===== src/rtl/fetch_pkg.sv =====
// Shared types and constants for the RV32I fetch stage.
package fetch_pkg;

   typedef enum logic [1:0] {
      BOOT,
      REQ,
      WAIT,
      HOLD
   } fetch_state_t;

   localparam logic [31:0] NOP_INST         = 32'h0000_0013;
   localparam logic [31:0] PC_ALIGN_MASK    = 32'hFFFF_FFFC;
   localparam logic [31:0] DEFAULT_RESET_PC = 32'h0000_0000;

endpackage


===== src/rtl/plus4.sv =====
// Sequential-address adder: y = a + 4, wrapping modulo 2^XLEN.
module plus4 #(
   parameter int XLEN = 32
) (
   input  logic [XLEN-1:0] a,
   output logic [XLEN-1:0] y
);

   assign y = a + XLEN'(4);

endmodule


===== src/rtl/fetch_ctrl.sv =====
// Program-counter sequencer: one outstanding imem read at a time, redirect
// handling with squash of wrong-path responses, valid/ready hand-off to decode.
module fetch_ctrl
   import fetch_pkg::*;
#(
   parameter logic [31:0] RESET_PC = DEFAULT_RESET_PC,
   parameter int          XLEN     = 32
) (
   input  logic            clk,
   input  logic            rst,
   output logic            imem_req_valid,
   input  logic            imem_req_ready,
   output logic [XLEN-1:0] imem_addr,
   input  logic            imem_rsp_valid,
   input  logic [XLEN-1:0] imem_rsp_data,
   input  logic            redirect_valid,
   input  logic [XLEN-1:0] redirect_pc,
   output logic            if_valid,
   input  logic            if_ready,
   output logic [XLEN-1:0] if_pc,
   output logic [XLEN-1:0] if_inst,
   output logic [XLEN-1:0] if_pc_plus4
);

   fetch_state_t    state;
   logic [XLEN-1:0] pc;
   logic [XLEN-1:0] pc_seq;
   logic [XLEN-1:0] target;
   logic            squash;

   assign target = redirect_pc & PC_ALIGN_MASK;

   plus4 #(.XLEN(XLEN)) u_pc_inc (.a(pc),    .y(pc_seq));
   plus4 #(.XLEN(XLEN)) u_link   (.a(if_pc), .y(if_pc_plus4));

   assign imem_req_valid = (state == REQ);
   assign imem_addr      = pc;

   // A redirect always wins over the sequential path; a request already
   // accepted for the old PC is marked squashed so its response is dropped.
   always_ff @(posedge clk or posedge rst) begin
      if (rst) begin
         state    <= BOOT;
         pc       <= RESET_PC;
         squash   <= 1'b0;
         if_valid <= 1'b0;
         if_inst  <= NOP_INST;
         if_pc    <= RESET_PC;
      end else begin
         case (state)
            BOOT: begin
               if (redirect_valid) pc <= target;
               state <= REQ;
            end
            REQ: begin
               if (redirect_valid) begin
                  pc <= target;
                  if (imem_req_ready) begin
                     squash <= 1'b1;
                     state  <= WAIT;
                  end
               end else if (imem_req_ready) begin
                  state <= WAIT;
               end
            end
            WAIT: begin
               if (redirect_valid) begin
                  pc <= target;
                  if (imem_rsp_valid) begin
                     squash <= 1'b0;
                     state  <= REQ;
                  end else begin
                     squash <= 1'b1;
                  end
               end else if (imem_rsp_valid) begin
                  if (squash) begin
                     squash <= 1'b0;
                     state  <= REQ;
                  end else begin
                     if_inst  <= imem_rsp_data;
                     if_pc    <= pc;
                     if_valid <= 1'b1;
                     state    <= HOLD;
                  end
               end
            end
            HOLD: begin
               // A same-cycle decode handshake still transfers; decode kills it.
               if (redirect_valid) begin
                  pc       <= target;
                  if_valid <= 1'b0;
                  state    <= REQ;
               end else if (if_ready) begin
                  pc       <= pc_seq;
                  if_valid <= 1'b0;
                  state    <= REQ;
               end
            end
            default: state <= BOOT;
         endcase
      end
   end

endmodule


===== config.mk =====
export PLATFORM = sky130hd
export DESIGN_NAME = fetch_ctrl
export DESIGN_NICKNAME = d
export VERILOG_FILES = /design/src/rtl/fetch_pkg.sv /design/src/rtl/plus4.sv /design/src/rtl/fetch_ctrl.sv
export SDC_FILE = /design/constraint.sdc
export NUM_CORES = 1
export LEC_CHECK = 0
export BUFFER_PORTS_ARGS = -buffer_cell sky130_fd_sc_hd__buf_2
export CAP_MARGIN = 40
export CORE_UTILIZATION = 54
export CTS_CLUSTER_DIAMETER = 80
export DETAILED_ROUTE_END_ITERATION = 7
export PLACE_DENSITY_LB_ADDON = 0.1
export SLEW_MARGIN = 5
export SYNTH_ARGS = -nofsm -noshare
export SYNTH_HDL_FRONTEND = slang
export SYNTH_HIERARCHICAL = 1
export SYNTH_SLANG_ARGS = --single-unit
export TNS_END_PERCENT = 10

===== constraint.sdc =====
create_clock -name clk -period 5.84 [get_ports clk]
set_input_delay 1.168 -clock clk [delete_from_list [all_inputs] [get_ports clk]]
set_output_delay 1.168 -clock clk [all_outputs]
set_load 0.05 [all_outputs]

==> run_results.csv, run 1 <==
group,metric,value,unit
run_status,status,"finished, final reports clean",
global_routing,grt_pass1_wl,18830,µm
critical_path,cp-start-kind,"flop",
critical_path,crit_chain,"ha_1, nand3_1, nor4_4, nand3_1, xnor2_1, buf_2",
logic_synthesis,yosys_warnings,6,
detailed_routing,ant_nets,0,
logic_synthesis,synthCells,443,
place,gp_congestion,0.7617,
clock_tree,clock_sinks,100,
power,irDropWorstVdd,0.3250,mV
detailed_routing,met1Wirelength,5233,µm
timing,rsz0062_at_grt,"false",
power,p_comb_share,56.1,%
power,power.internal,1765,µW
logic_synthesis,synthFlopType,"dfrtp_1",
logic_synthesis,synth_area,5494,µm²
clock_tree,htree_levels,3,
finish,final_util,68.74,%
logic_synthesis,syn-num-nets,520,
timing,setup_viol,0,
power,pwr-share-seq,32.6,%
timing,worst_slack,2.313,ns
power,leakagePower,0.003391,µW
timing,relSlewSlack,55.41,%
timing,period_needed,3.527,ns
logic_synthesis,syn_area_per_cell,12.40,µm²
power,p_total,3937,µW
timing,setup_tns,0,ns
timing,finClkSkew,0.007569,ns
detailed_routing,wirelength,12050,µm
finish,areaGrowthSynthToFinish,22.86,%
logic_synthesis,yosys.area.top_type,"dfrtp_1",
detailed_routing,drtIter0Drc,102,
critical_path,crit_top_cell,"nand3_1",
global_routing,grt_util_all_layers,23.14,%
global_routing,grt_antenna_before_repair,0,
detailed_routing,dr.pass1.iters,4,
logic_synthesis,synthArstFlopShare,100.0,%
detailed_routing,wl_per_cell,15.51,µm
die,die_h,102.9,µm
critical_path,crit_family,"simple AND/OR/NAND/NOR gates",
clock_tree,cts_setup_buffers,0,
logic_synthesis,ys_top_cells_by_count,"122 x mux2_2, 97 x dfrtp_1, 42 x xnor2_1",
clock_tree,cts_hold_buf,0,
power,power_density,583.2,nW/µm²
die,pin_count,200,
die,rows,36,
logic_synthesis,synth_edf_count,0,
die,core-area,9819,µm²
clock_tree,cts_root_buffer,"clkbuf_8",
die,start_util,55.95,%
critical_path,crit_type,"reg -> out",
detailed_routing,wl_met2,5959,µm
logic_synthesis,yosysMostFrequentCell,"mux2_2",
critical_path,cpMaxStageDelayCell,"nor4_4",
critical_path,cp_max_fo,8,
die,chipWidth,102.9,µm
logic_synthesis,synth_top_area_share,44.18,%
critical_path,cp_num_buf_inv,1,
place,hpwlAfterDp,8731,µm
die,die_area,10580,µm²
finish,drive_gt1_share,56.21,%
logic_synthesis,ys_seq_area_share,45.62,%
detailed_routing,vias_per_cell,5.367,
critical_path,crit_arrival,2.36,ns
critical_path,cp_data_required_time,4.67,ns
detailed_routing,route.met3.wl,772,µm
global_routing,grt_pass1_vias,3930,
job,cap_violations,0,
detailed_routing,drc,0,
timing,finalCritPeriodShare,60.39,%
timing,finalMaxSlewViolations,0,
logic_synthesis,ys_types,40,
detailed_routing,top_layer_used,"met4",
detailed_routing,routed-via-count,4170,
clock_tree,worstSkewPairLatency,0.36,ns
global_routing,overflow,0,
clock_tree,cts_tree,"yes",
power,p_switching,2172,µW
critical_path,end_kind,"output pin",
global_routing,grt_start_max_net_pins,53,
place,dpl_worst_slack,2.672,ns
critical_path,cpPeakStageDelay,0.45,ns
logic_synthesis,synthTopCellsByArea,"dfrtp_1 44%, mux2_2 25%, xnor2_1 6.7%",
power,swShare,55.17,%
clock_tree,path_clk_slew,0.09,ns
clock_tree,cts_buffers,9,
timing,worstMarginPinSlew,0.6688,ns
timing,fmax,0.2836,GHz
logic_synthesis,ys_ff_latch,100,
finish,n_antenna_cell,0,
clock_tree,cts-resized-gates,0,
finish,layout.nets,716,
timing,hold_viol,0,
power,p_clk_share,11.3,%
min_path,worstHoldPathType,"reg -> reg",
place,io_buffers,197,
clock_tree,cts.path.max_buffers,2,
==> power by group through the flow <==
stage                     Clock (µW)  Combinational [µW]  Sequential [µW]
after floorplan                    0                 877             2120
after global placement             0                2180             1270
after detailed placement           0                2220             1290
after CTS                        455                2220             1280
after global routing             482                2330             1330
final                            444                2210             1280
==> worst register-to-register path, cell delays in order (launching register included) <==
cell,delay (ns)
dfrtp_1,0.49
ha_1,0.24
nand3_1,0.24
nor4_4,0.46
nand4_1,0.19
xnor2_1,0.15
mux2_2,0.26
mux2_2,0.27
==> area by class of cell <==
type                            count  area, µm²
Fill cell                         782       3069
Multi-Input combinational cell    315       2791
Sequential cell                   100       2506
Timing Repair Buffer              202       1044
Tap cell                          133      166.4
Clock buffer                        9      123.9
Clock inverter                      7      75.07
Inverter                           11      43.79
==> registers in the layout (all words and copies together), names as in the netlist <==
register / cells
if_inst: 32
if_pc: 32
if_valid: 1
imem_addr: 32
squash: 1
state: 2
==> cells in the final DEF (no fill, tap or decap), types with 9 or more instances in the layout <==
cell,instances
clkbuf_8,9
buf_2,197
nor2_1,17
inv_1,10
mux2_2,122
xnor2_1,42
nand3_1,20
nand2_1,23
nand4_1,18
xor2_1,14
dfrtp_1,97
==> per-stage QoR <==
stage	std cells	hold slack [ns]	cell area [µm²]
after floorplan	443	0.5498	5494
after global placement	759	0.4629	6516
final	777	0.5120	6750
after CTS	777	0.5125	6750
after global routing	777	0.5356	6750
after detailed placement	761	0.4738	6551
==> cell families (layout without fill, tap and decap cells) <==
logic type,Yosys count,in the layout,share of synthesized area (%)
xor+xnor,56,56,8.927
flops,100,100,45.62
simple gates,113,113,12.53
fa+ha+maj,7,7,1.594
mux,127,127,26.03
compound gates,12,12,1.685
buf+inv,28,229,3.621
==> final timing paths <==
path	start	to	slack, ns	cells after the start
worst min register to register	if_inst[12]$_DFFE_PP0P_	if_inst[12]$_DFFE_PP0P_	0.51	1
max in group asynchronous	rst	if_pc[31]$_DFFE_PP0P_	3.86	3
worst max-delay path	if_pc[2]$_DFFE_PP0P_	if_pc_plus4[30]	2.31	6
worst max register to register	imem_addr[2]$_DFFE_PP0P_	imem_addr[28]$_DFFE_PP0P_	3.44	7
min in group asynchronous	rst	if_inst[31]$_DFFE_PP0P_	0.87	2
worst min-delay path	if_inst[12]$_DFFE_PP0P_	if_inst[12]$_DFFE_PP0P_	0.51	1
==> metal layers <==
| metal | GRT usage [%] | up-vias |
|---|---|---|
| li1 | - | 1962 |
| met1 | 30.24 | 2061 |
| met2 | 38.77 | 141 |
| met3 | 6.102 | 6 |
| met4 | 5.309 | 0 |
| met5 | 0 | - |
No activity file was read; power rests on OpenSTA's default activity.
==> run 2, diff against run 1 <==
Settings changed: ABC_AREA from default to 1, CORE_UTILIZATION 54 to 47.
Clock period 5.84 ns to 2.9 ns, I/O delays scaled along.
==> run_results.csv, run 2 <==
group,metric,value,unit
run_status,status,"finished, final reports clean",
logic_synthesis,ys_types,27,
logic_synthesis,synthTopCellsByArea,"dfrtp_1 38%, nand2_1 24%, inv_1 6.5%",
timing,worstMarginPinSlew,0.7519,ns
job,cap_violations,0,
critical_path,crit_arrival,1.95,ns
place,placed_cells,1270,
detailed_routing,drc,0,
logic_synthesis,synth_mux_area_share,0,%
critical_path,crit_top_cell,"nand2_1",
logic_synthesis,synthCells,923,
detailed_routing,dr.pass1.iters,7,
power,power_density,1008,nW/µm²
critical_path,cp_data_required_time,2.32,ns
global_routing,grt_util_all_layers,24.59,%
die,pin_count,200,
finish,final_cells,1285,
power,irDropWorstVdd,0.5326,mV
die,start_util,48.14,%
logic_synthesis,syn_area_per_cell,6.907,µm²
critical_path,cp-start-kind,"flop",
finish,ff_latch_area,2506,µm²
die,rows,42,
logic_synthesis,yosys.area.top_type,"dfrtp_1",
detailed_routing,drtIter0Drc,421,
finish,layout.nets,1182,
logic_synthesis,synth_area,6375,µm²
timing,period_needed,2.531,ns
finish,final_util,58.56,%
clock_tree,cts-resized-gates,0,
detailed_routing,routed-via-count,6086,
place,hpwlAfterDp,12200,µm
timing,finalMaxSlewViolations,0,
logic_synthesis,yosys_warnings,6,
finish,drive_gt1_share,24.44,%
global_routing,overflow,0,
critical_path,reg2reg_slack,0.98,ns
detailed_routing,vias_per_cell,4.736,
global_routing,grt_start_max_net_pins,101,
power,leakagePower,0.004492,µW
timing,fmax,0.3951,GHz
critical_path,cpPeakStageDelay,0.41,ns
timing,finalCritPeriodShare,87.27,%
global_routing,grt_antenna_before_repair,0,
critical_path,crit_type,"reg -> out",
logic_synthesis,ys_top_cells_by_count,"402 x nand2_1, 110 x inv_1, 97 x dfrtp_1",
timing,hold_viol,0,
timing,worst_slack,0.3690,ns
clock_tree,cts_setup_buffers,0,
finish,final_cell_mix,"402 x nand2_1, 197 x buf_2, 109 x inv_1",
critical_path,end_kind,"output pin",
place,io_buffers,197,
critical_path,cp_max_fo,4,
clock_tree,path_clk_slew,0.06,ns
logic_synthesis,synth_top_family_by_area,"simple AND/OR/NAND/NOR gates",
clock_tree,cts_root_buffer,"clkbuf_16",
logic_synthesis,synth-simple-area-share,39.04,%
logic_synthesis,yosysMostFrequentCell,"nand2_1",
min_path,worstHoldPathType,"in -> async",
place,gp_congestion,0.8922,
finish,layout_commonest_cell,"nand2_1",
logic_synthesis,synth_edf_count,0,
place,dpl_worst_slack,0.7396,ns
clock_tree,cts.path.max_buffers,2,
logic_synthesis,synthArstFlopShare,100.0,%
finish,areaGrowthSynthToFinish,21.65,%
timing,setup_tns,0,ns
clock_tree,clock_sinks,100,
finish,n_antenna_cell,0,
global_routing,grt_pass1_vias,5621,
die,die_area,14030,µm²
timing,relSlewSlack,49.76,%
global_routing,grt_pass1_wl,27370,µm
logic_synthesis,synth_compound_area_share,6.104,%
critical_path,crit_chain,"ha_1, nand2_1, nor2_2, nand2_1, nor2_2, nand3b_1, nand2_1, buf_2",
timing,finClkSkew,0.007528,ns
logic_synthesis,yosys.area_share.xor_xnor,4.357,%
logic_synthesis,synth-adder-area-share,1.374,%
logic_synthesis,ys_ff_latch,100,
logic_synthesis,ys_seq_area_share,39.31,%
logic_synthesis,synth_top_area_share,38.08,%
logic_synthesis,synthFlopType,"dfrtp_1",
clock_tree,cts_tree,"yes",
timing,rsz0062_at_grt,"false",
die,die_h,118.5,µm
clock_tree,worstSkewPairLatency,0.35,ns
finish,multi_input_area,3256,µm²
detailed_routing,wirelength,16370,µm
critical_path,cpMaxStageDelayCell,"dfrtp_1",
clock_tree,htree_levels,3,
logic_synthesis,syn-num-nets,1000,
detailed_routing,wl_per_cell,12.74,µm
die,core-area,13240,µm²
timing,setup_viol,0,
die,chipWidth,118.5,µm
finish,final.fill_count,1382,
detailed_routing,ant_nets,0,
clock_tree,cts_buffers,9,
clock_tree,cts_hold_buf,0,
-- run 2: cell count changes after synthesis, moves of 17 or more --
cell | previous run | this run
nand4_1 | 18 | 1
o21ai_1 | 0 | 54
mux2_2 | 122 | 0
inv_1 | 11 | 110
nor2_1 | 17 | 70
nand2_1 | 23 | 402
buf_2 | 3 | 20
nand3_1 | 20 | 48
xnor2_1 | 42 | 10
-- run 2: layout make-up --
cell class                      instances  share of cell area, %
Inverter                              112                  5.470
Clock buffer                           12                  3.308
Multi-Input combinational cell        677                  41.98
Tap cell                              176                  2.840
Sequential cell                       100                  32.32
Timing Repair Buffer                  205                  13.81
Clock inverter                          3                 0.2743
-- run 2: worst max-delay path: cells and delay by family, from the launching register on --
kind	cells	cell delay (ns)
and+or+nand+nor	6	0.71
DFF	1	0.41
buffers and inverters	1	0.25
adders and majority gates	1	0.22
-- run 2: power breakdown --
group | switching [µW] | internal (µW)
sequential | 625 | 1840
clock | 513 | 626
combinational | 3220 | 990
total | 4360 | 3450
-- run 2: path summary, 6_finish.rpt --
check	startpoint	end	depth (start not counted)
worst max-delay path	if_pc[3]$_DFFE_PP0P_	if_pc_plus4[24]	8
worst min-delay path	rst	if_inst[24]$_DFFE_PP0P_	3
worst max register to register	state[0]$_DFFE_PP0P_	if_pc[4]$_DFFE_PP0P_	6
worst min register to register	if_inst[1]$_DFFE_PP1P_	if_inst[1]$_DFFE_PP1P_	2
max in group asynchronous	rst	imem_addr[11]$_DFFE_PP0P_	3
min in group clk	imem_rsp_data[4]	if_inst[4]$_DFFE_PP1P_	3
-- run 2: kinds of logic after synthesis --
family	after synthesis
buffers and inverters	146
adders and majority gates	7
xor gates and xnor gates	30
DFF	100
AOI/OAI and AO/OA	69
and+or+nand+nor	571
-- run 2: per-stage QoR --
step	area, µm²	hold WS [ns]	power [µW]
3_3_place_gp	7477	0.4592	6665
6_report	7755	0.3723	7816
5_1_grt	7755	0.4203	8287
4_1_cts	7755	0.4108	7870
2_1_floorplan	6379	0.4627	5682
3_5_place_dp	7477	0.4686	6716
-- run 2: per-layer routing --
layer  up-vias  wire (µm)  track usage (%)
li1       3164          -                -
met1      2749       7444            31.41
met5         -          0                0
met2       157       7825            42.10
met4         0        245            6.962
met3        16        852            5.068
==> run 3, diff against run 2 <==
==> constraint.sdc (replaced) <==
create_clock -name clk -period 2.9 [get_ports clk]
set_input_delay 0.29 -clock clk [delete_from_list [all_inputs] [get_ports clk]]
set_output_delay 0.29 -clock clk [all_outputs]
set_load 0.05 [all_outputs]
==> run_results.csv, run 3 (synthesized netlist as in run 2, its figures left out) <==
group,metric,value,unit
global_routing,grt_antenna_before_repair,0,
detailed_routing,vias_per_cell,4.693,
timing,finalMaxSlewViolations,0,
critical_path,cp-start-kind,"flop",
power,irDropWorstVdd,0.4997,mV
place,io_buffers,197,
detailed_routing,ant_nets,0,
run_status,status,"finished, final reports clean",
timing,fmax,0.4520,GHz
global_routing,grt_start_max_net_pins,129,
critical_path,cp_max_fo,4,
place,gp_congestion,0.9076,
timing,worst_slack,0.6874,ns
job,cap_violations,0,
finish,n_antenna_cell,0,
clock_tree,cts-resized-gates,0,
critical_path,cp_data_required_time,2.61,ns
die,die_h,118.5,µm
clock_tree,cts_hold_buf,0,
clock_tree,cts_root_buffer,"clkbuf_16",
detailed_routing,wirelength,16270,µm
die,die_area,14030,µm²
detailed_routing,drc,0,
die,core-area,13240,µm²
global_routing,grt_pass1_wl,26930,µm
timing,hold_viol,0,
clock_tree,worstSkewPairLatency,0.35,ns
min_path,worstHoldPathType,"in -> async",
detailed_routing,wl_per_cell,12.65,µm
global_routing,grt_util_all_layers,24.22,%
critical_path,crit_arrival,1.92,ns
clock_tree,cts_buffers,9,
die,pin_count,200,
die,chipWidth,118.5,µm
timing,relSlewSlack,50.16,%
timing,setup_viol,0,
place,hpwlAfterDp,12220,µm
clock_tree,cts.path.max_buffers,2,
place,dpl_worst_slack,1.018,ns
detailed_routing,drtIter0Drc,296,
global_routing,grt_pass1_vias,5489,
clock_tree,clock_sinks,100,
power,power_density,1015,nW/µm²
detailed_routing,dr.pass1.iters,5,
clock_tree,cts_tree,"yes",
timing,rsz0062_at_grt,"false",
finish,final_util,58.74,%
clock_tree,cts_setup_buffers,0,
critical_path,cp-startpoint,"if_pc[2]$_DFFE_PP0P_",
timing,setup_tns,0,ns
detailed_routing,routed-via-count,6035,
global_routing,overflow,0,
critical_path,r2r-start,"imem_addr[2]$_DFFE_PP0P_",
die,start_util,48.14,%
power,leakagePower,0.004495,µW
timing,finalCritPeriodShare,76.30,%
finish,layout_commonest_cell,"nand2_1",
finish,final.fill_count,1374,
finish,areaGrowthSynthToFinish,22.02,%
finish,layout.nets,1182,
timing,worstMarginPinSlew,0.7459,ns
finish,drive_gt1_share,24.50,%
clock_tree,path_clk_slew,0.07,ns
timing,finClkSkew,0.009105,ns
clock_tree,htree_levels,3,
die,rows,42,
finish,final_cell_mix,"402 x nand2_1, 197 x buf_2, 109 x inv_1",
critical_path,end_kind,"output pin",
critical_path,crit_type,"reg -> out",
timing,period_needed,2.213,ns
[run 3: worst paths after layout]
check / to / slack (ns) / depth (start not counted)
min in group clk: if_inst[1]$_DFFE_PP1P_ / 0.13 / 3
min: if_inst[22]$_DFFE_PP0P_ / 0.02 / 2
max in group asynchronous: if_inst[0]$_DFFE_PP1P_ / 2.08 / 3
min reg2reg: if_inst[1]$_DFFE_PP1P_ / 0.48 / 2
max reg2reg: imem_addr[24]$_DFFE_PP0P_ / 1.08 / 11
max: if_pc_plus4[16] / 0.69 / 7
[run 3: metal layers]
layer	up-vias	track usage [%]	part of all wire (%)
met3	19	3.764	4.4
met5	-	0	0
li1	3162	-	-
met4	0	8.703	2.0
met1	2712	31.12	46
met2	142	41.29	47
[run 3: layout make-up]
| type | instances | area, µm² | share of cell area (%) |
|---|---|---|---|
| inverter | 112 | 424.2 | 5.453 |
| clock buffer | 10 | 229.0 | 2.944 |
| multi-input combinational | 677 | 3256 | 41.85 |
| tap | 176 | 220.2 | 2.831 |
| sequential | 100 | 2506 | 32.22 |
| clock inverter | 6 | 72.57 | 0.9329 |
| timing repair buffer | 205 | 1071 | 13.77 |
[run 3: stage by stage]
stage	hold slack, ns	cell area [µm²]	total power [µW]	instances
floorplan	0.3888	6379	5682	923
global placement	0.4128	7477	6664	1270
detailed placement	0.4194	7477	6713	1270
CTS	0.03665	7779	7954	1286
global route	0.06625	7779	8358	1286
finish	0.02429	7779	7899	1286
[run 3: power by group]
part           internal, µW  switching [µW]  leakage (µW)
registers              1840             617       0.00129
logic                   993            3230       0.00307
clock network           678             550      0.000137
total                  3510            4390       0.00449
[run 3: critical path, stage by stage, from the launching register on]
cell and delay (ns):
dfrtp_1 0.41, ha_1 0.23, nand2_1 0.08, nor2_2 0.16, nand2_1 0.09, nor2_2 0.20
xor2_1 0.15, buf_2 0.27
